**config.mk**
```make
export PLATFORM = sky130hd
export DESIGN_NAME = ldlt_factor_rx
export DESIGN_NICKNAME = d
export VERILOG_FILES = /design/src/rtl/ldlt_factor_rx_pkg.sv /design/src/rtl/ldlt_factor_rx_tri_index.sv /design/src/rtl/ldlt_factor_rx.sv
export SDC_FILE = /design/constraint.sdc
export NUM_CORES = 1
export LEC_CHECK = 0
export ABC_CLOCK_PERIOD_IN_PS = 1700
export BUFFER_PORTS_ARGS = -buffer_cell sky130_fd_sc_hd__buf_2
export CAP_MARGIN = 0
export CELL_PAD_IN_SITES_DETAIL_PLACEMENT = 0
export CELL_PAD_IN_SITES_GLOBAL_PLACEMENT = 1
export CORE_ASPECT_RATIO = 0.8
export CORE_UTILIZATION = 36
export DETAILED_ROUTE_END_ITERATION = 6
export PLACE_DENSITY = 0.82
export RECOVER_POWER = 50
export SYNTH_ARGS = -nofsm -noshare
export SYNTH_HDL_FRONTEND = slang
export SYNTH_SLANG_ARGS = --single-unit
```
**constraint.sdc**
```tcl
create_clock -name clk -period 1.7 [get_ports clk]
set_input_delay 0.17 -clock clk [delete_from_list [all_inputs] [get_ports clk]]
set_output_delay 0.17 -clock clk [all_outputs]
set_load 0.005 [all_outputs]
```
**src/rtl/ldlt_factor_rx_pkg.sv**
```systemverilog
// ---------------------------------------------------------------------------
// ldlt_factor_rx_pkg
// Shared definitions for the LDLT factor receive path and the substitution
// stage that reuses the triangular index walker.
//   D_ADDR_W      : width of the row/column indices and the D memory address
//   rx_state_e    : receiver frame state (IDLE / RECV / DONE)
//   mat_order()   : matrix order N = 6*NODE_NUM (six DOF per node)
//   l_depth()     : packed strictly-lower depth N*(N-1)/2
// ---------------------------------------------------------------------------
package ldlt_factor_rx_pkg;

    localparam int D_ADDR_W = 10;

    typedef enum logic [1:0] {
        ST_IDLE = 2'd0,
        ST_RECV = 2'd1,
        ST_DONE = 2'd2
    } rx_state_e;

    function automatic int mat_order(input int node_num);
        return 6 * node_num;
    endfunction

    function automatic int l_depth(input int n);
        return n * (n - 1) / 2;
    endfunction

endpackage

```
**src/rtl/ldlt_factor_rx_tri_index.sv**
```systemverilog
// ---------------------------------------------------------------------------
// ldlt_tri_index
// Walks the lower triangle of an N x N matrix in column-major order
// (j = 0..N-1, i = j..N-1) and keeps a running packed address for the
// strictly-lower entries, so consumers never multiply to find an address.
//   clk, rst  : clock, synchronous active-high reset
//   clear     : restart the walk at (0,0), packed address 0
//   advance   : step to the next element of the triangle
//   i, j      : current row / column
//   laddr     : packed address of the current element if it is strictly lower
//   is_diag   : current element is on the diagonal
//   last      : current element is (N-1, N-1)
// ---------------------------------------------------------------------------
module ldlt_tri_index
    import ldlt_factor_rx_pkg::*;
#(
    parameter int N        = 600,
    parameter int ADDR_LEN = 18
) (
    input  logic                clk,
    input  logic                rst,
    input  logic                clear,
    input  logic                advance,
    output logic [D_ADDR_W-1:0] i,
    output logic [D_ADDR_W-1:0] j,
    output logic [ADDR_LEN-1:0] laddr,
    output logic                is_diag,
    output logic                last
);

    localparam logic [D_ADDR_W-1:0] LAST_IDX = D_ADDR_W'(N - 1);

    logic [D_ADDR_W-1:0] i_q, i_d;
    logic [D_ADDR_W-1:0] j_q, j_d;
    logic [ADDR_LEN-1:0] laddr_q, laddr_d;

    assign is_diag = (i_q == j_q);
    assign last    = (i_q == LAST_IDX) && (j_q == LAST_IDX);

    always_comb begin
        // NOTE: every comb output gets a default first so no path can infer a latch.
        i_d     = i_q;
        j_d     = j_q;
        laddr_d = laddr_q;
        if (clear) begin
            i_d     = '0;
            j_d     = '0;
            laddr_d = '0;
        end else if (advance) begin
            // Strictly-lower entries are numbered consecutively in walk order.
            if (!is_diag) begin
                laddr_d = laddr_q + 1'b1;
            end
            // Bottom of a column: next column starts on its own diagonal.
            if (i_q == LAST_IDX) begin
                j_d = j_q + 1'b1;
                i_d = j_q + 1'b1;
            end else begin
                i_d = i_q + 1'b1;
            end
        end
    end

    always_ff @(posedge clk) begin
        // NOTE: state updates use non-blocking assignments so all flops sample together.
        if (rst) begin
            i_q     <= '0;
            j_q     <= '0;
            laddr_q <= '0;
        end else begin
            i_q     <= i_d;
            j_q     <= j_d;
            laddr_q <= laddr_d;
        end
    end

    assign i     = i_q;
    assign j     = j_q;
    assign laddr = laddr_q;

endmodule

```
**src/rtl/ldlt_factor_rx.sv**
```systemverilog
// ---------------------------------------------------------------------------
// ldlt_factor_rx
// Receives the LDLT engine's factor stream (lower triangle, column-major) and
// steers diagonal words to the external D memory and strictly-lower words to
// the external packed L memory. Raises sticky health flags for a
// non-positive pivot and for stream words arriving outside a frame.
//   clk, rst                     : clock, synchronous active-high reset
//   i_start                      : arm reception of one frame (honoured in IDLE)
//   i_valid, i_data              : factor word stream
//   o_l_wen, o_l_addr, o_l_data  : L memory write port
//   o_d_wen, o_d_addr, o_d_data  : D memory write port (address = column j)
//   o_busy                       : frame reception in progress
//   o_done                       : one-cycle pulse with the final D write
//   o_not_pd                     : sticky, some pivot D_jj <= 0
//   o_overrun                    : sticky, i_valid seen outside a frame
// All outputs are registered; an accepted word is written one cycle later.
// ---------------------------------------------------------------------------
module ldlt_factor_rx
    import ldlt_factor_rx_pkg::*;
#(
    parameter int DATA_LEN = 32,
    parameter int NODE_NUM = 100,
    parameter int FRACTION = 16,
    parameter int ADDR_LEN = 18
) (
    input  logic                clk,
    input  logic                rst,
    input  logic                i_start,
    input  logic                i_valid,
    input  logic [DATA_LEN-1:0] i_data,
    output logic                o_l_wen,
    output logic [ADDR_LEN-1:0] o_l_addr,
    output logic [DATA_LEN-1:0] o_l_data,
    output logic                o_d_wen,
    output logic [D_ADDR_W-1:0] o_d_addr,
    output logic [DATA_LEN-1:0] o_d_data,
    output logic                o_busy,
    output logic                o_done,
    output logic                o_not_pd,
    output logic                o_overrun
);

    localparam int N = mat_order(NODE_NUM);

    rx_state_e state_q, state_d;

    logic                l_wen_q, l_wen_d;
    logic [ADDR_LEN-1:0] l_addr_q, l_addr_d;
    logic [DATA_LEN-1:0] l_data_q, l_data_d;
    logic                d_wen_q, d_wen_d;
    logic [D_ADDR_W-1:0] d_addr_q, d_addr_d;
    logic [DATA_LEN-1:0] d_data_q, d_data_d;
    logic                busy_q, busy_d;
    logic                done_q, done_d;
    logic                not_pd_q, not_pd_d;
    logic                overrun_q, overrun_d;

    logic                start_ok;
    logic                accept;
    logic                non_pos;
    logic [D_ADDR_W-1:0] idx_i;
    logic [D_ADDR_W-1:0] idx_j;
    logic [ADDR_LEN-1:0] idx_laddr;
    logic                idx_diag;
    logic                idx_last;

    assign start_ok = i_start && (state_q == ST_IDLE);
    assign accept   = i_valid && (state_q == ST_RECV);

    // Value <= 0: negative, or both integer and fraction fields are zero.
    assign non_pos = i_data[DATA_LEN-1]
                   | ((~|i_data[DATA_LEN-1:FRACTION]) & (~|i_data[FRACTION-1:0]));

    ldlt_tri_index #(
        .N        (N),
        .ADDR_LEN (ADDR_LEN)
    ) u_tri_index (
        .clk     (clk),
        .rst     (rst),
        .clear   (start_ok),
        .advance (accept),
        .i       (idx_i),
        .j       (idx_j),
        .laddr   (idx_laddr),
        .is_diag (idx_diag),
        .last    (idx_last)
    );

    always_comb begin
        state_d = state_q;
        unique case (state_q)
            ST_IDLE: if (i_start)             state_d = ST_RECV;
            ST_RECV: if (accept && idx_last)  state_d = ST_DONE;
            ST_DONE:                          state_d = ST_IDLE;
            default:                          state_d = ST_IDLE;
        endcase
    end

    always_comb begin
        l_wen_d   = accept && !idx_diag;
        d_wen_d   = accept &&  idx_diag;
        // Address/data hold their last written values between strobes.
        l_addr_d  = l_wen_d ? idx_laddr : l_addr_q;
        l_data_d  = l_wen_d ? i_data    : l_data_q;
        d_addr_d  = d_wen_d ? idx_j     : d_addr_q;
        d_data_d  = d_wen_d ? i_data    : d_data_q;
        done_d    = accept && idx_last;
        busy_d    = (state_d == ST_RECV);

        // A fresh frame clears the sticky flags; a same-cycle event re-sets them.
        not_pd_d  = start_ok ? 1'b0 : not_pd_q;
        overrun_d = start_ok ? 1'b0 : overrun_q;
        if (d_wen_d && non_pos) begin
            not_pd_d = 1'b1;
        end
        if (i_valid && (state_q != ST_RECV)) begin
            overrun_d = 1'b1;
        end
    end

    always_ff @(posedge clk) begin
        if (rst) begin
            state_q   <= ST_IDLE;
            l_wen_q   <= 1'b0;
            l_addr_q  <= '0;
            l_data_q  <= '0;
            d_wen_q   <= 1'b0;
            d_addr_q  <= '0;
            d_data_q  <= '0;
            busy_q    <= 1'b0;
            done_q    <= 1'b0;
            not_pd_q  <= 1'b0;
            overrun_q <= 1'b0;
        end else begin
            state_q   <= state_d;
            l_wen_q   <= l_wen_d;
            l_addr_q  <= l_addr_d;
            l_data_q  <= l_data_d;
            d_wen_q   <= d_wen_d;
            d_addr_q  <= d_addr_d;
            d_data_q  <= d_data_d;
            busy_q    <= busy_d;
            done_q    <= done_d;
            not_pd_q  <= not_pd_d;
            overrun_q <= overrun_d;
        end
    end

    assign o_l_wen   = l_wen_q;
    assign o_l_addr  = l_addr_q;
    assign o_l_data  = l_data_q;
    assign o_d_wen   = d_wen_q;
    assign o_d_addr  = d_addr_q;
    assign o_d_data  = d_data_q;
    assign o_busy    = busy_q;
    assign o_done    = done_q;
    assign o_not_pd  = not_pd_q;
    assign o_overrun = overrun_q;

endmodule

```
==> impl_metrics.tcl, run 1 <==
set metrics [dict create \
    crit_top_cell "buf_6" \
    die_h_um 115 \
    finish.net_count 883 \
    vias_per_cell 5.05 \
    p_per_area_nw_per_um2 981 \
    yosys_warnings 0 \
    drc_errors 0 \
    finClkSkew_ps 13.1 \
    ys_seq_area_frac 0.478 \
    finalCritPeriodShare 1.03 \
    timing.max_cap.violations 0 \
    failed_checks "negative setup slack" \
    async_flop_share 0 \
    drt-total-wl_mm 17.1 \
    regArea_sq_um 2770 \
    syn_area_per_cell_sq_um 8.93 \
    fin_ws_ps -43.4 \
    insertion_delay_ps 430 \
    die_area_sq_um 16600 \
    synth_top_area_cell "dfxtp_1" \
    clock_sinks 138 \
    diodes 0 \
    place_congestion 0.825 \
    p_int_mw 6.22 \
    clk_pin_slew_ps 60 \
    layout_min_cycle_time_ps 1740 \
    overflow 0 \
    worst-slew-pin-transition_ps 528 \
    cts-root-buf "clkbuf_16" \
    drive_gt1_frac 0.293 \
    dr.pass1.iters 5 \
    outcome "finished, violations left" \
    worstRegToRegCells 6 \
    ys_seq_elements 138 \
    netSwitchingFraction 0.222 \
    port-buffer-count 133 \
    pwr-share-seq 0.414 \
    pwr-share-comb 0.066 \
    rows 41 \
    vias 5414 \
    start_kind "flop" \
    end_kind "flop" \
    worst_path_largest_cell_delay_ps 370 \
    setup_violations 10 \
    rsz0062_at_grt "yes" \
    cp.depth 6 \
    hpwl_mm 10.7 \
    syn_nets 686 \
    crit_chain "and3b_2 > buf_6 > nand4_1 > buf_6 > or3_1 > a21oi_1" \
    pwr-share-clk 0.520 \
    cts_made_buffers 17 \
    fp.dieW_um 144 \
    grt_usage 0.196 \
    cp.arrival_ps 2100 \
    synthTopCellsByArea "dfxtp_1 (48%), mux2i_1 (9.0%), a21oi_1 (5.5%), nor2_1 (5.2%), nand3_1 (4.9%)" \
    power_mw 8.00 \
    synth_edf_count 0 \
    switchingPower_mw 1.77 \
    worstSetupPathType "reg2reg" \
    cp_data_required_time_ps 2060 \
    start_util 0.367 \
    grt_pass1_vias 4728 \
    coreArea_sq_um 15700 \
    hold_class "in2reg" \
    cp_max_fo 7 \
    drt_first_iter_violations 389 \
    syn_inst 647 \
    slew_headroom 0.648 \
    synth_ff_type "dfxtp_1" \
    drt-wirelength-per-cell_um 16.0 \
    worst_path_max_delay_cell "and3b_2" \
    path_buf_inv 2 \
    hold_viol_final 0 \
    io_pins 134 \
    slew_viol_final 0 \
    netlist_area_sq_um 5780 \
    synth.distinct_cells 49 \
    critical_path.top_delay_family "simple AND/OR/NAND/NOR gates" \
    place_ws_ps -89.2 \
    h-tree-depth 4 \
    yosysTopAreaCellShare 0.478 \
    area_growth_pct 41.2 \
    fmax_mhz 574 \
    grt_pass1_wl_mm 25.1 \
    antenna_found_initial 0 \
    leakagePower_nw 3.11 \
    cts_tree "done" \
    multi_input_area_sq_um 2950 \
    final_antenna_net_count 0 \
    min_path_cells 3 \
    ir_drop_uv 578 \
    clockBufferDepth 2 \
    nFillCells 1456 \
    grt_max_degree 100 \
]
==> per-layer routing <==
| layer | vias up | routed length (um) | GRT usage |
|---|---|---|---|
| li1 | 2659 | - | - |
| met1 | 2566 | 8470 | 0.283 |
| met2 | 168 | 7520 | 0.282 |
| met3 | 21 | 948 | 0.0462 |
| met4 | 0 | 202 | 0.0709 |
| met5 | - | 0 | 0 |
==> worst min-delay path: stages <==
cell	delay, ps
buf_2	100
mux2i_1	70
nor2_1	70
==> registers in the layout, summed over array words and instances (netlist names), 2 cells and up <==
name	count
o_d_data	32
o_l_data	32
o_l_addr	18
u_tri_index.laddr	18
o_d_addr	10
u_tri_index.i	10
u_tri_index.j	10
state_q	2
==> cell type report <==
type,instances,share of cell area
well taps,215,0.0330
repair buffers,226,0.183
multi-input cells,458,0.362
inverters,3,0.00138
flip-flops and latches,138,0.340
clock buffers,21,0.0577
clock inverters,11,0.0233
==> path summary, 6_finish.rpt <==
path,slack [ps],to,startpoint
max reg2reg,-40,u_tri_index.j[7],state_q[1]
min,20,o_l_data[12],i_data[12]
min reg2reg,450,o_d_data[12],o_d_data[12]
max,-40,u_tri_index.j[7],state_q[1]
==> synthesized netlist by cell type (all sizes together), types with 8 or more instances <==
| cell type | n |
|---|---|
| a21oi | 64 |
| buf | 28 |
| clkbuf | 22 |
| dfxtp | 138 |
| mux2i | 52 |
| nand2 | 69 |
| nand3 | 57 |
| nand4 | 11 |
| nor2 | 80 |
| nor4 | 11 |
| or4 | 8 |
| xnor2 | 20 |
| xor2 | 12 |
==> cell usage in the layout (no fill, tap or decap), types with 6 or more instances in the layout <==
master       n
mux2i_1     51
or4_1        6
clkbuf_16   21
clkbuf_1    61
buf_12       6
nand2_1     67
o21ai_0      7
nand3_1     55
a21oi_1     59
xnor2_1     16
buf_2       72
dfxtp_2      9
nor2_1      77
nand4_1     10
nor4_1      10
or3_1        6
dfxtp_1    129
buf_4       74
xor2_1      10
buf_6        8
==> cell families (layout without fill, tap and decap cells) <==
family / count (synthesis) / after routing / synth area share
multiplexers: 52 / 52 / 0.0901
flip-flops: 138 / 138 / 0.478
adder cells (fa/ha/maj): 3 / 3 / 0.00650
XOR/XNOR: 32 / 32 / 0.0485
AO/OA/AOI/OAI: 95 / 95 / 0.0951
buffers and inverters: 53 / 261 / 0.0511
AND/OR/NAND/NOR: 274 / 276 / 0.231
==> through the flow <==
stage / utilization / hold WS [ps] / area [sq um] / std cells / TNS, ps
2_1_floorplan: - / 317 / 5810 / 647 / -9.72
3_3_place_gp: 0.448 / 440 / 7050 / 1016 / -331
3_5_place_dp: 0.448 / 444 / 7050 / 1016 / -2770
4_1_cts: 0.498 / 9.56 / 7850 / 1055 / -10.2
5_1_grt: 0.518 / 8.87 / 8160 / 1072 / -2340
6_report: 0.518 / 20.8 / 8160 / 1072 / -189
==> power groups by stage <==
stage,logic (mW),clock network (mW),registers (mW)
floorplan,0.236,0,3.39
detailed placement,0.455,0,3.38
finish,0.529,4.16,3.31
global route,0.568,4.37,3.32
global placement,0.454,0,3.38
CTS,0.483,4.20,3.31
==> timing repair <==
item,in CTS,in global routing
cloned,2,7
hold buffers,0,0
pin swaps,9,18
setup buffers,5,10
endpoints found under the setup margin,53,122
gates resized for setup,16,47
(Power assumes the default switching activity.)
==> inputs of run 2 (changes only) <==
SETUP_SLACK_MARGIN = 0.05   (was not set)
==> run 2 against run 1 <==
The run still ends with negative setup slack left. Clock power down 7.2%. Largest power group unchanged. Worst setup slack worse by 43 ps. Total power is 2.5% lower. Via count increased by 3.3%. Largest cell class unchanged.
==> impl_metrics.tcl, run 2 (synthesis gave the netlist of run 1 again) <==
set metrics [dict create \
    clk_pin_slew_ps 60 \
    area_growth_pct 51.2 \
    cp_data_required_time_ps 2030 \
    cts_tree "done" \
    final_antenna_net_count 0 \
    timing.max_cap.violations 0 \
    r2r-end "o_d_addr[2]" \
    place_congestion 0.826 \
    vias_per_cell 5.17 \
    rows 41 \
    finalCritPeriodShare 1.05 \
    cp.arrival_ps 2120 \
    port-buffer-count 133 \
    start_kind "flop" \
    min_path_cells 3 \
    setup_violations 22 \
    layout_common_cells "buf_2 (130), dfxtp_1 (122), nor2_1 (74), buf_4 (68), nand2_1 (61)" \
    finClkSkew_ps 9.34 \
    grt_usage 0.199 \
    rsz0062_at_grt "yes" \
    ir_drop_uv 640 \
    failed_checks "negative setup slack" \
    drt-wirelength-per-cell_um 17.2 \
    coreArea_sq_um 15700 \
    diodes 0 \
    layout_min_cycle_time_ps 1790 \
    drt_first_iter_violations 465 \
    io_pins 134 \
    final_area_sq_um 8730 \
    grt_max_degree 100 \
    insertion_delay_ps 410 \
    p_per_area_nw_per_um2 893 \
    cts-root-buf "clkbuf_16" \
    place_ws_ps -103 \
    drc_errors 0 \
    hpwl_mm 10.7 \
    die_h_um 115 \
    placed_area_sq_um 7110 \
    grt_pass1_vias 4914 \
    die_area_sq_um 16600 \
    fmax_mhz 560 \
    min_from "i_data[4]" \
    leakagePower_nw 3.56 \
    start_util 0.367 \
    reg2reg_slack_ps -90 \
    final_common_cell "buf_2" \
    reg2reg_from "state_q[0]" \
    nFillCells 1393 \
    worstRegToRegCells 9 \
    finish.net_count 895 \
    totalNegativeSetupSlack_ps -436 \
    fin_ws_ps -86.2 \
    grt_pass1_wl_mm 25.6 \
    worst-slew-pin-transition_ps 622 \
    dr.pass1.iters 4 \
    vias 5592 \
    fp.dieW_um 144 \
    clock_sinks 138 \
    cts_made_buffers 17 \
    end_kind "flop" \
    outcome "finished, violations left" \
    clockBufferDepth 2 \
    hold_viol_final 0 \
    overflow 0 \
    drive_gt1_frac 0.428 \
    antenna_found_initial 0 \
    worstSetupPathType "reg2reg" \
    h-tree-depth 4 \
    hold_end "o_d_data[4]" \
    hold_class "in2reg" \
    slew_viol_final 0 \
    drt-total-wl_mm 18.6 \
    utilization 0.555 \
    cp_max_fo 10 \
    slew_headroom 0.585 \
]
[run 2: worst max path at each step]
stage | slack, ps | to | from
floorplan | 40 | o_d_addr[0] | u_tri_index.j[9]
global placement | -100 | o_busy | u_tri_index.i[1]
detailed placement | -100 | o_d_data[23] | u_tri_index.i[0]
CTS | -20 | o_l_addr[3] | u_tri_index.i[1]
global route | -130 | o_d_data[14] | state_q[1]
finish | -90 | o_d_addr[2] | state_q[0]
[run 2: routing by layer]
| layer | wire [um] | GRT usage | up-vias | share of wire |
|---|---|---|---|---|
| li1 | - | - | 2701 | - |
| met5 | 0 | 0 | - | 0 |
| met1 | 8930 | 0.286 | 2680 | 0.48 |
| met4 | 190 | 0.0560 | 0 | 0.010 |
| met3 | 846 | 0.0429 | 14 | 0.046 |
| met2 | 8600 | 0.298 | 197 | 0.46 |
[run 2: cell type report]
class / instances / area, sq um / share of cell area
Multi-Input combinational cell: 459 / 3260 / 0.373
Clock buffer: 20 / 467 / 0.0534
Tap cell: 215 / 269 / 0.0308
Sequential cell: 138 / 2800 / 0.320
Clock inverter: 10 / 140 / 0.0160
Timing Repair Buffer: 237 / 1790 / 0.205
Inverter: 3 / 11.3 / 0.00129
[run 2: what timing repair did]
item                                    in CTS  in global routing
endpoints found under the setup margin     110                132
pin swaps                                   13                 48
gates resized for setup                     45                 95
buffers inserted                             8                 10
hold buffers                                 0                  0
gates cloned                                 4                 13
[run 2: critical path, cell delays in order (launching register included)]
cell	delay [ps]
dfxtp_4	350
and3b_2	270
buf_4	160
buf_6	120
buf_6	110
nand4_1	80
buf_6	190
buf_12	160
nand2_1	80
a21oi_1	180
[run 2: power by group]
| part | internal [mW] | leakage, nW | total (mW) | switching (mW) |
|---|---|---|---|---|
| Sequential | 3.28 | 1.12 | 3.31 | 0.0294 |
| Clock | 2.42 | 0.303 | 3.86 | 1.44 |
| Combinational | 0.279 | 2.13 | 0.634 | 0.355 |
[run 2: through the flow]
stage	hold WS (ps)	std cells	power, mW
after floorplan	317	647	3.63
after global placement	440	1018	3.83
after detailed placement	445	1018	3.83
after CTS	19.4	1060	7.68
after global routing	17.4	1082	8.04
final	26.5	1082	7.80
==> inputs of run 3 (changes only) <==
ABC_CLOCK_PERIOD_IN_PS = not set   (was 1700)
CORE_UTILIZATION = 40   (was 36)
PLACE_DENSITY = 0.86   (was 0.82)
clock period = 2.05 ns   (was 1.7 ns; I/O delays follow)
==> run 3 against run 2 <==
The flow now finishes without violations. Routed wire length decreased by 16%. Final area decreased by 17%. Global-route usage increased by 0.18 points. Clock skew about the same. Worst setup slack improved by 220 ps. Register-to-register slack improved by 220 ps. Fmax decreased by 6.6%. First-iteration DRC count decreased by 11%. Clock power decreased by 13%.
==> impl_metrics.tcl, run 3 (synthesis gave the netlist of run 1 again) <==
set metrics [dict create \
    outcome "complete, no violations" \
    die_area_sq_um 14900 \
    port-buffer-count 133 \
    leakagePower_nw 2.58 \
    finClkSkew_ps 9.24 \
    place_congestion 0.906 \
    grt_util_met3 0.0498 \
    final_antenna_net_count 0 \
    die_h_um 110 \
    ir_drop_uv 612 \
    cts-hold-fix-buffers 0 \
    cts_made_buffers 17 \
    met1_usage 0.267 \
    end_kind "flop" \
    worstSetupPathType "reg2reg" \
    cts_tree "done" \
    setup_violations 0 \
    grt_pass1_wl_mm 23.4 \
    met2_usage 0.312 \
    worst_path_largest_cell_delay_ps 530 \
    slew_viol_final 0 \
    slew_headroom 0.395 \
    antenna_found_initial 0 \
    cp_data_required_time_ps 2350 \
    diodes 0 \
    fmax_mhz 523 \
    timing.max_cap.violations 0 \
    hold_class "in2reg" \
    fin_ws_ps 137 \
    drive_gt1_frac 0.167 \
    hpwl_mm 10.5 \
    overflow 0 \
    insertion_delay_ps 420 \
    drt-wirelength-per-cell_um 16.0 \
    cp_max_fo 20 \
    power_mw 6.45 \
    whs_ps 57.3 \
    grt_max_degree 62 \
    vias 5188 \
    clock_sinks 138 \
    start_kind "flop" \
    rsz0062_at_grt "no" \
    io_pins 134 \
    start_util 0.418 \
    hold_viol_final 0 \
    worst_path_max_delay_cell "or2_1" \
    p_per_area_nw_per_um2 888 \
    drt_first_iter_violations 415 \
    drt-total-wl_mm 15.5 \
    dr.pass1.iters 5 \
    grt_usage 0.201 \
    final_common_cell "dfxtp_1" \
    clockBufferDepth 2 \
    area_growth_pct 25.7 \
    crit_chain "nor3b_1 > or2_1 > clkbuf_4 > nor2_1" \
    clk_pin_slew_ps 60 \
    rows 38 \
    finish.net_count 819 \
    fp.dieW_um 136 \
    h-tree-depth 4 \
    grt.busiest_layer "met2" \
    drc_errors 0 \
    place_ws_ps 106 \
    vias_per_cell 5.34 \
    grt_pass1_vias 4738 \
    cts-root-buf "clkbuf_16" \
    coreArea_sq_um 13800 \
    cp.arrival_ps 2210 \
    layout_min_cycle_time_ps 1910 \
    totalNegativeSetupSlack_ps 0 \
    finalCritPeriodShare 0.933 \
    layout_common_cells "dfxtp_1 (133), nor2_1 (79), clkbuf_1 (79), nand2_1 (69), a21oi_1 (64)" \
    worst-slew-pin-transition_ps 905 \
]
## run 3: cell types whose count changed in the layout (fill, tap and decap cells not counted), sizes merged
cell | previous run | this run
bufinv | 3 | 5
and3 | 9 | 7
clkbuf | 30 | 98
clkinvlp | 0 | 1
buf | 227 | 83
## run 3: power breakdown
part           internal (mW)  switching (mW)
logic                  0.120           0.223
registers               2.73          0.0244
clock network           2.17            1.19
## run 3: worst max-delay path, delay by kind of cell, from the launching register on
family,cells,cell delay [ps]
flip-flops,1,340
AND/OR/NAND/NOR,3,1030
buffers and inverters,1,420
## run 3: what timing repair did
item,4_1_cts,5_1_grt
endpoints found under the setup margin,0,86
gates resized for setup,0,9
buffers inserted,0,3
## run 3: layer usage
| metal | up-vias | wire length (um) |
|---|---|---|
| met5 | - | 0 |
| met1 | 2455 | 7180 |
| li1 | 2532 | - |
| met4 | 0 | 384 |
| met2 | 171 | 7160 |
| met3 | 30 | 827 |
## run 3: final cells by class
| type | instances | area, sq um |
|---|---|---|
| fillers | 1291 | 6570 |
| flip-flops and latches | 138 | 2770 |
| multi-input cells | 457 | 2760 |
| repair buffers | 163 | 857 |
| clock buffers | 18 | 429 |
| well taps | 180 | 225 |
| clock inverters | 13 | 215 |
| inverters | 3 | 11.3 |
## run 3: through the flow
stage                util  instance area, sq um  cells
floorplan               -                  5780    647
global placement    0.479                  6630    936
detailed placement  0.479                  6630    936
CTS                 0.526                  7280    967
global route        0.525                  7260    972
finish              0.525                  7260    972
## run 3: path summary, 6_finish.rpt
path / start / to / slack (ps) / depth (start not counted)
worst max-delay path: state_q[1] / u_tri_index.j[6] / 140 / 4
worst min-delay path: i_data[11] / o_d_data[11] / 60 / 3
worst max register to register: state_q[1] / u_tri_index.j[6] / 140 / 4
worst min register to register: o_d_data[6] / o_d_data[6] / 460 / 2
